$ cat src/rtl/fb_scanout.sv
// VGA-style scanout of the monochrome CHIP-8 framebuffer: raster counters, window
// fetch with 4x/8x pixel scaling, and a 3-stage pipeline that keeps pixel and syncs aligned.
module fb_scanout #(
    parameter int H_ACTIVE = 640,
    parameter int H_FP     = 16,
    parameter int H_SYNC   = 96,
    parameter int H_BP     = 48,
    parameter int V_ACTIVE = 480,
    parameter int V_FP     = 10,
    parameter int V_SYNC   = 2,
    parameter int V_BP     = 33,
    parameter int WIN_X0   = 64,
    parameter int WIN_Y0   = 112
) (
    input  logic        clk,
    input  logic        rst_n,
    input  logic        hires_i,
    input  logic [15:0] buf_out_i,
    output logic [8:0]  buf_addr_o,
    output logic        buf_enable_o,
    output logic        pixel_o,
    output logic        de_o,
    output logic        hsync_o,
    output logic        vsync_o,
    output logic        frame_start_o
);

    localparam int H_TOTAL = H_ACTIVE + H_FP + H_SYNC + H_BP;
    localparam int V_TOTAL = V_ACTIVE + V_FP + V_SYNC + V_BP;
    localparam int WIN_W   = 512;
    localparam int WIN_H   = 256;
    // The window is clipped to the active area so it can never leak into blanking.
    localparam int WIN_X1  = (WIN_X0 + WIN_W < H_ACTIVE) ? WIN_X0 + WIN_W : H_ACTIVE;
    localparam int WIN_Y1  = (WIN_Y0 + WIN_H < V_ACTIVE) ? WIN_Y0 + WIN_H : V_ACTIVE;

    localparam logic [9:0] H_LAST   = 10'(H_TOTAL - 1);
    localparam logic [9:0] V_LAST   = 10'(V_TOTAL - 1);
    localparam logic [9:0] HA_L     = 10'(H_ACTIVE);
    localparam logic [9:0] VA_L     = 10'(V_ACTIVE);
    localparam logic [9:0] HS_BEG_L = 10'(H_ACTIVE + H_FP);
    localparam logic [9:0] HS_END_L = 10'(H_ACTIVE + H_FP + H_SYNC);
    localparam logic [9:0] VS_BEG_L = 10'(V_ACTIVE + V_FP);
    localparam logic [9:0] VS_END_L = 10'(V_ACTIVE + V_FP + V_SYNC);
    localparam logic [9:0] WX0_L    = 10'(WIN_X0);
    localparam logic [9:0] WX1_L    = 10'(WIN_X1);
    localparam logic [9:0] WY0_L    = 10'(WIN_Y0);
    localparam logic [9:0] WY1_L    = 10'(WIN_Y1);

    typedef struct packed {
        logic       win;
        logic [3:0] bsel;
        logic       de;
        logic       hs;
        logic       vs;
        logic       fs;
    } stage_t;

    typedef struct packed {
        logic pix;
        logic de;
        logic hs;
        logic vs;
        logic fs;
    } out_t;

    localparam stage_t STAGE_RST = '{win: 1'b0, bsel: 4'd0, de: 1'b0, hs: 1'b1, vs: 1'b1, fs: 1'b0};
    localparam out_t   OUT_RST   = '{pix: 1'b0, de: 1'b0, hs: 1'b1, vs: 1'b1, fs: 1'b0};

    logic [9:0] hcnt_q, hcnt_d;
    logic [9:0] vcnt_q, vcnt_d;
    logic       hires_l_q, hires_l_d;
    logic [8:0] addr_q, addr_d;
    stage_t     s1_q, s1_d;
    out_t       s2_q, s2_d;

    logic       in_win;
    logic [6:0] wx_q4;
    logic [5:0] wy_q4;
    logic [8:0] addr_s0;
    logic [3:0] bsel_s0;

    // ---------------- S0: raster counters, mode latch, window decode ----------------
    always_comb begin
        hcnt_d = hcnt_q + 10'd1;
        vcnt_d = vcnt_q;
        if (hcnt_q == H_LAST) begin
            hcnt_d = '0;
            vcnt_d = (vcnt_q == V_LAST) ? '0 : vcnt_q + 10'd1;
        end
    end

    assign hires_l_d = (hcnt_q == '0 && vcnt_q == '0) ? hires_i : hires_l_q;

    assign in_win = (hcnt_q >= WX0_L) && (hcnt_q < WX1_L) &&
                    (vcnt_q >= WY0_L) && (vcnt_q < WY1_L);

    // Window coordinates pre-divided by 4; lores drops one more bit for its 8x scale.
    assign wx_q4 = 7'((hcnt_q - WX0_L) >> 2);
    assign wy_q4 = 6'((vcnt_q - WY0_L) >> 2);

    always_comb begin
        if (hires_l_q) begin
            addr_s0 = {wy_q4, wx_q4[6:4]};
            bsel_s0 = wx_q4[3:0];
        end else begin
            addr_s0 = {2'b00, wy_q4[5:1], wx_q4[6:5]};
            bsel_s0 = wx_q4[4:1];
        end
    end

    // The address port parks on the last fetched word outside the window.
    assign addr_d       = in_win ? addr_s0 : addr_q;
    assign buf_addr_o   = addr_d;
    assign buf_enable_o = in_win;

    always_comb begin
        s1_d      = STAGE_RST;
        s1_d.win  = in_win;
        s1_d.bsel = bsel_s0;
        s1_d.de   = (hcnt_q < HA_L) && (vcnt_q < VA_L);
        s1_d.hs   = !((hcnt_q >= HS_BEG_L) && (hcnt_q < HS_END_L));
        s1_d.vs   = !((vcnt_q >= VS_BEG_L) && (vcnt_q < VS_END_L));
        s1_d.fs   = (hcnt_q == '0) && (vcnt_q == VA_L);
    end

    // ---------------- S2: pixel select and output registers ----------------
    always_comb begin
        s2_d     = OUT_RST;
        s2_d.pix = s1_q.win ? buf_out_i[~s1_q.bsel] : 1'b0;
        s2_d.de  = s1_q.de;
        s2_d.hs  = s1_q.hs;
        s2_d.vs  = s1_q.vs;
        s2_d.fs  = s1_q.fs;
    end

    always_ff @(posedge clk or negedge rst_n) begin
        if (!rst_n) begin
            hcnt_q    <= '0;
            vcnt_q    <= '0;
            hires_l_q <= 1'b0;
            addr_q    <= '0;
            s1_q      <= STAGE_RST;
            s2_q      <= OUT_RST;
        end else begin
            hcnt_q    <= hcnt_d;
            vcnt_q    <= vcnt_d;
            hires_l_q <= hires_l_d;
            addr_q    <= addr_d;
            s1_q      <= s1_d;
            s2_q      <= s2_d;
        end
    end

    assign pixel_o       = s2_q.pix;
    assign de_o          = s2_q.de;
    assign hsync_o       = s2_q.hs;
    assign vsync_o       = s2_q.vs;
    assign frame_start_o = s2_q.fs;

endmodule

$ cat config.mk
export PLATFORM = sky130hd
export DESIGN_NAME = fb_scanout
export DESIGN_NICKNAME = d
export VERILOG_FILES = /design/src/rtl/fb_scanout.sv
export SDC_FILE = /design/constraint.sdc
export NUM_CORES = 1
export LEC_CHECK = 0
export ABC_AREA = 1
export CORE_MARGIN = 3
export CORE_UTILIZATION = 35
export DETAILED_ROUTE_END_ITERATION = 12
export PLACE_DENSITY = 0.56
export SYNTH_ARGS = -nofsm -noshare
export SYNTH_HDL_FRONTEND = slang
export SYNTH_SLANG_ARGS = --single-unit
$ cat constraint.sdc
create_clock -name clk -period 3.7 [get_ports clk]
set_input_delay 0.74 -clock clk [delete_from_list [all_inputs] [get_ports clk]]
set_output_delay 0.74 -clock clk [all_outputs]
set_load 0.03 [all_outputs]
---- Word-level counts from Yosys, hierarchy flattened ----
Index checks and enable logic that the tools add are counted.
operators by class
  mux-type cells .......................... 8
  $add $sub $neg .......................... 4
  $lt $le $gt $ge ......................... 11
  bitwise gates (word level) .............. 1
  reduce and logical (&&, ||, !) cells .... 12
  eq/ne operators ......................... 3
operators with widths
  cell                   count
  $lt 10x10->1 const B   3
  $lt 10x9->1 const B    3
  $add 10x1->10 const B  2
  $eq 10x10->1 const B   2
  $ge 10x7->1 const B    2
  $logic_not 10->1       2
  $mux 10                2
  $mux 9                 2
  $eq 10x9->1 const B    1
  $ge 10x10->1 const B   1
  $ge 10x9->1 const B    1
  $sub 9x7->9 const B    1
  $logic_and 1x1->1      8
  $sub 8x7->8 const B    1
  $lt 4x5->1 const B     1
  $bmux 1 s4             1
  $mux 4                 1
  $not 4->4              1
  $logic_not 1->1        2
  $mux 1                 2
word-level totals
  output and inout bits ................... 15
  word-level logic and storage cells ...... 54
  flip-flop bits (word level) ............. 44
  bits of input ports ..................... 19

---- Logic depth before layout (Yosys ltp) ----
  word-level depth ........................ 5
  mapped depth ............................ 11

---- Least setup slack after synthesis ----
Ideal clock, no wire load.
  path type ............................... flip-flop to output port
  start point ............................. reg hcnt_q[6]
  end point ............................... out buf_addr_o[7]
  stages on the path, launching flop included .. 8
  slack ................................... 1.273 ns
  buffers on the path ..................... 1
  arrival ................................. 1.687 ns
  path through ............................ dfrtp_1 inv_1 ha_1 nand2_1 a21oi_1 nand3_2 buf_6 o21ai_1
between the ends
  cells in the longest elaborated chain, start to end .. 5
  elaborated cells between the ends (all ways) .. 6
ends and longest elaborated chain
  item                                                RTL line  text
  from (decl)                                         69        logic [9:0] hcnt_q, hcnt_d;
  from (signal assigned)                              145       hcnt_q <= hcnt_d;
  $ge 10x7->1 / $lt 10x10->1 (equally long branches)  94        assign in_win = (hcnt_q >= WX0_L) && (hcnt_q < WX1_L) &&
  $logic_and 1x1->1 * (2 in series)                   94
  $logic_and 1x1->1 *                                 95        (vcnt_q >= WY0_L) && (vcnt_q < WY1_L);
  $mux 9 *                                            112       assign addr_d = in_win ? addr_s0 : addr_q;
  to (decl)                                           19        output logic [8:0] buf_addr_o,
Mark *: on every way between the ends. The rest lies on a longest branch, timed or not.

---- Worst setup path in the final report ----
  start point ............................. reg hcnt_q[6]
  end point ............................... out buf_addr_o[1]
between the ends
  cells in the longest elaborated chain, start to end .. 5
  elaborated cells between the ends (all ways) .. 8
ends and longest elaborated chain
  item                                                RTL line
  $ge 10x7->1 / $lt 10x10->1 (equally long branches)  94
  $logic_and 1x1->1 (2 in series)                     94
  $logic_and 1x1->1                                   95
  $mux 9 *                                            112
Marks and branches as above.

==> impl_results.md <==
- Die Area: 8300 sq um
- Worst-Margin Slew: 0.9799 ns
- Share of flip-flops with an asynchronous set or reset after synthesis: 100.0%
- Global Route Usage Sum: 13.67%
- Sequential share of the synthesized area: 43.63%
- Total Routed Length: 5470 um
- Net Count, Synth: 358
- Average wire length per cell after detail routing: 11.97 um
- Number of filler cells placed in the layout: 715
- Largest cells by area after synthesis: sky130_fd_sc_hd__dfrtp_1 39%, sky130_fd_sc_hd__nand2_1 13%, sky130_fd_sc_hd__inv_1 6.2%
- Total via count in the routed design: 2123
- Clock tree from TritonCTS: yes
- First drt pass iteration count: 4
- Most used flip-flop cell after synthesis: sky130_fd_sc_hd__dfrtp_1
- Via density: 4.646
- Distinct cell type count of the synthesized netlist: 34
- Buffers added on ports: 33
- Instance count along the most critical hold path: 0
- Starting density of the core: 36.70%
- Die W: 91.11 um
- Number of antenna-violating nets in the routed design: 0
- Max H-tree Level: 2
- Worst flop-to-flop path startpoint: hcnt_q[6]
- Number of cell instances on the worst register-to-register path: 9
- Nature of the critical path endpoint: output pin
- Worst EP required: 2.96 ns
- Count of maximum capacitance violations: 0
- Overall power consumption: 838.0 uW
- Hold Path End: de_o
- Share of the core filled with cells in the final layout: 43.75%
- Number of storage elements in the synthesis netlist: 44
- Total instance count after detailed placement: 449
- Maximum root-to-sink buffer count: 2
- Layout Area Growth over Synthesis: 19.20%
- Number of clock buffers inserted by TritonCTS: 5
- Hold buffer count at CTS: 0
- Final count of hold timing violations: 0
- Worst Clk Skew: 0.008034 ns
- Die Ht: 91.11 um
- Final antenna diode count: 0
- Run status: finished clean
- Crit path arrival time: 2.67 ns
- # clock sinks: 44
- Setup slack, reg-to-reg: 1.69 ns
- Cell with the most instances after synthesis: sky130_fd_sc_hd__nand2_1
- Post-layout minimum cycle time: 3.410 ns
- Total area of multi-input combinational cells: 1197 sq um
- Gates resized, CTS repair: 0
- Critical Path Max Stage Delay: 0.67 ns
- Post-route clock period utilization: 92.15%
- Post-synthesis cell type with the largest combined area: sky130_fd_sc_hd__dfrtp_1
- Wire length of the first global-routing pass: 9335 um
- Final global-route overflow total: 0
- Vias in the first global route: 1986
- Maximum vdd drop: 148.5 uV
- Clock transition at path regs: 0.08 ns
- Proportion of netlist area held by the largest area contributor: 39.49%
- Worst hold-check path type: reg -> reg
- GP Congestion: 0.8425
- Setup total negative slack: 0 ns
- EDFF count, synth: 0
- Cell Rows: 30
- Initial antenna violation count: 0
- Clock Root Buffer: sky130_fd_sc_hd__clkbuf_8
- Clk_lat worst skew: 0.29 ns
- DRC violation count after routing: 0
- Std-Cell Core Area: 6907 sq um
- Yosys Warn Count: 0
- Fin cells: 457
- Achievable Freq: 0.2933 GHz
- Maximum fanout along the worst path: 13
- Summed instance area of the synthesized netlist: 2535 sq um
- Series of cell instances along the critical path: inv_1 > ha_1 > nand2_1 > a21oi_1 > nand3_2 > inv_2 > nand2_1 > nand2_1 > clkdlybuf4s50_1
- Synthesized instance count: 327
- Fraction of layout instances using a drive strength above 1: 8.033%
- RSZ-0062 raised after global routing: no
- CP most frequent cell: sky130_fd_sc_hd__nand2_1
- Worst R2R End: vcnt_q[6]
- Cell types with the highest counts after synthesis: 91 x sky130_fd_sc_hd__nand2_1, 42 x sky130_fd_sc_hd__inv_1, 40 x sky130_fd_sc_hd__dfrtp_1
- Static leakage: 1.403 nW
- Detailed placer's ending HPWL: 4175 um
- Iter 0 DRT Violations: 150
- IO Count: 34
- Max-Slew Margin vs Limit: 34.67%
- Area taken by flip-flops and latches: 1106 sq um
- Count of pins over their slew limit: 0
- Buffers inserted during post-CTS setup optimization: 0
- Final setup violating endpoints: 0
- Cell with the largest stage delay on the worst path: sky130_fd_sc_hd__clkdlybuf4s50_1
- Power per cell area: 277.3 nW/um^2
- WS Path Type: reg -> out
- Maximum number of pins on one net before global-route repair: 45
- Average instance area after synthesis: 7.752 sq um
- Category of the worst setup path launch point: flip-flop
- Worst hold path startpoint: s1_q[3]
- Total number of nets in the final design: 391
## how the worst max path moves through the flow
stage	start	end	slack (ns)	depth (start not counted)
detailed placement	hcnt_q[6]	buf_addr_o[2]	0.60	9
global route	hcnt_q[7]	buf_addr_o[1]	0.08	9
CTS	hcnt_q[6]	buf_addr_o[4]	0.28	9
floorplan	hcnt_q[6]	buf_addr_o[7]	1.27	7
finish	hcnt_q[6]	buf_addr_o[1]	0.29	9
global placement	hcnt_q[6]	buf_addr_o[5]	0.64	9
## sequential cells by signal, indices dropped and copies added, names as in the netlist
register       count
addr_q             9
de_o               1
hsync_o            1
hcnt_q            10
vcnt_q            10
hires_l_q          1
s1_q               9
vsync_o            1
frame_start_o      1
pixel_o            1
## layout make-up
cell class | count | share of cell area (%)
Tap cell | 96 | 3.975
Sequential cell | 44 | 36.60
Inverter | 46 | 5.797
Clock buffer | 8 | 2.981
Multi-Input combinational cell | 229 | 39.63
Timing Repair Buffer | 34 | 11.01
## logic make-up after synthesis
logic type | count (synthesis) | share of synthesized area (%)
AOI/OAI and AO/OA | 35 | 7.306
xor gates and xnor gates | 5 | 1.727
and+or+nand+nor | 177 | 32.28
adders and majority gates | 12 | 5.923
DFF | 44 | 43.63
buffers and inverters | 54 | 9.131
## through the flow
stage	hold WS, ns	setup slack (ns)	cell area, sq um
final	0.3549	0.2904	3022
after global routing	0.3616	0.08319	3022
after CTS	0.3578	0.2780	3022
after detailed placement	0.3396	0.6048	2932
after global placement	0.3326	0.6371	2932
after floorplan	0.3312	1.273	2535
## report_power, final
part           switching [mW]  internal, mW  total [mW]
registers             0.00414         0.483       0.487
clock network           0.155         0.152       0.308
logic                  0.0207        0.0228      0.0435
## routing by layer
layer | track usage [%] | vias to the layer above | share of wire [%]
met1 | 19.76 | 976 | 51
met3 | 2.734 | 4 | 3.5
met5 | 0 | - | 0
li1 | - | 1106 | -
met2 | 20.48 | 37 | 44
met4 | 4.271 | 0 | 0.91
## critical path, delay by kind of cell, from the launching register on
kind | cells | cell delay [ns]
buffers and inverters | 3 | 1.05
and+or+nand+nor | 4 | 0.48
DFF | 1 | 0.47
adders and majority gates | 1 | 0.21
AOI/OAI and AO/OA | 1 | 0.16
## placed cells by master, fill, tap and decap left out, types with 2 or more instances in the layout
cell,instances
sky130_fd_sc_hd__nand2_1,91
sky130_fd_sc_hd__inv_1,42
sky130_fd_sc_hd__dfrtp_1,40
sky130_fd_sc_hd__clkdlybuf4s50_1,32
sky130_fd_sc_hd__nand3_1,31
sky130_fd_sc_hd__nor2_1,26
sky130_fd_sc_hd__o21ai_0,17
sky130_fd_sc_hd__ha_1,12
sky130_fd_sc_hd__nor3_1,10
sky130_fd_sc_hd__a21oi_1,8
sky130_fd_sc_hd__o21ai_1,6
sky130_fd_sc_hd__clkbuf_8,6
sky130_fd_sc_hd__xor2_1,5
sky130_fd_sc_hd__nand2_2,4
sky130_fd_sc_hd__dfstp_2,4
sky130_fd_sc_hd__inv_2,3
sky130_fd_sc_hd__nand3_2,2
sky130_fd_sc_hd__nor2_4,2
sky130_fd_sc_hd__nor4_1,2
sky130_fd_sc_hd__nor3b_1,2
sky130_fd_sc_hd__clkbuf_1,2
No activity file was read; power rests on OpenSTA's default activity.
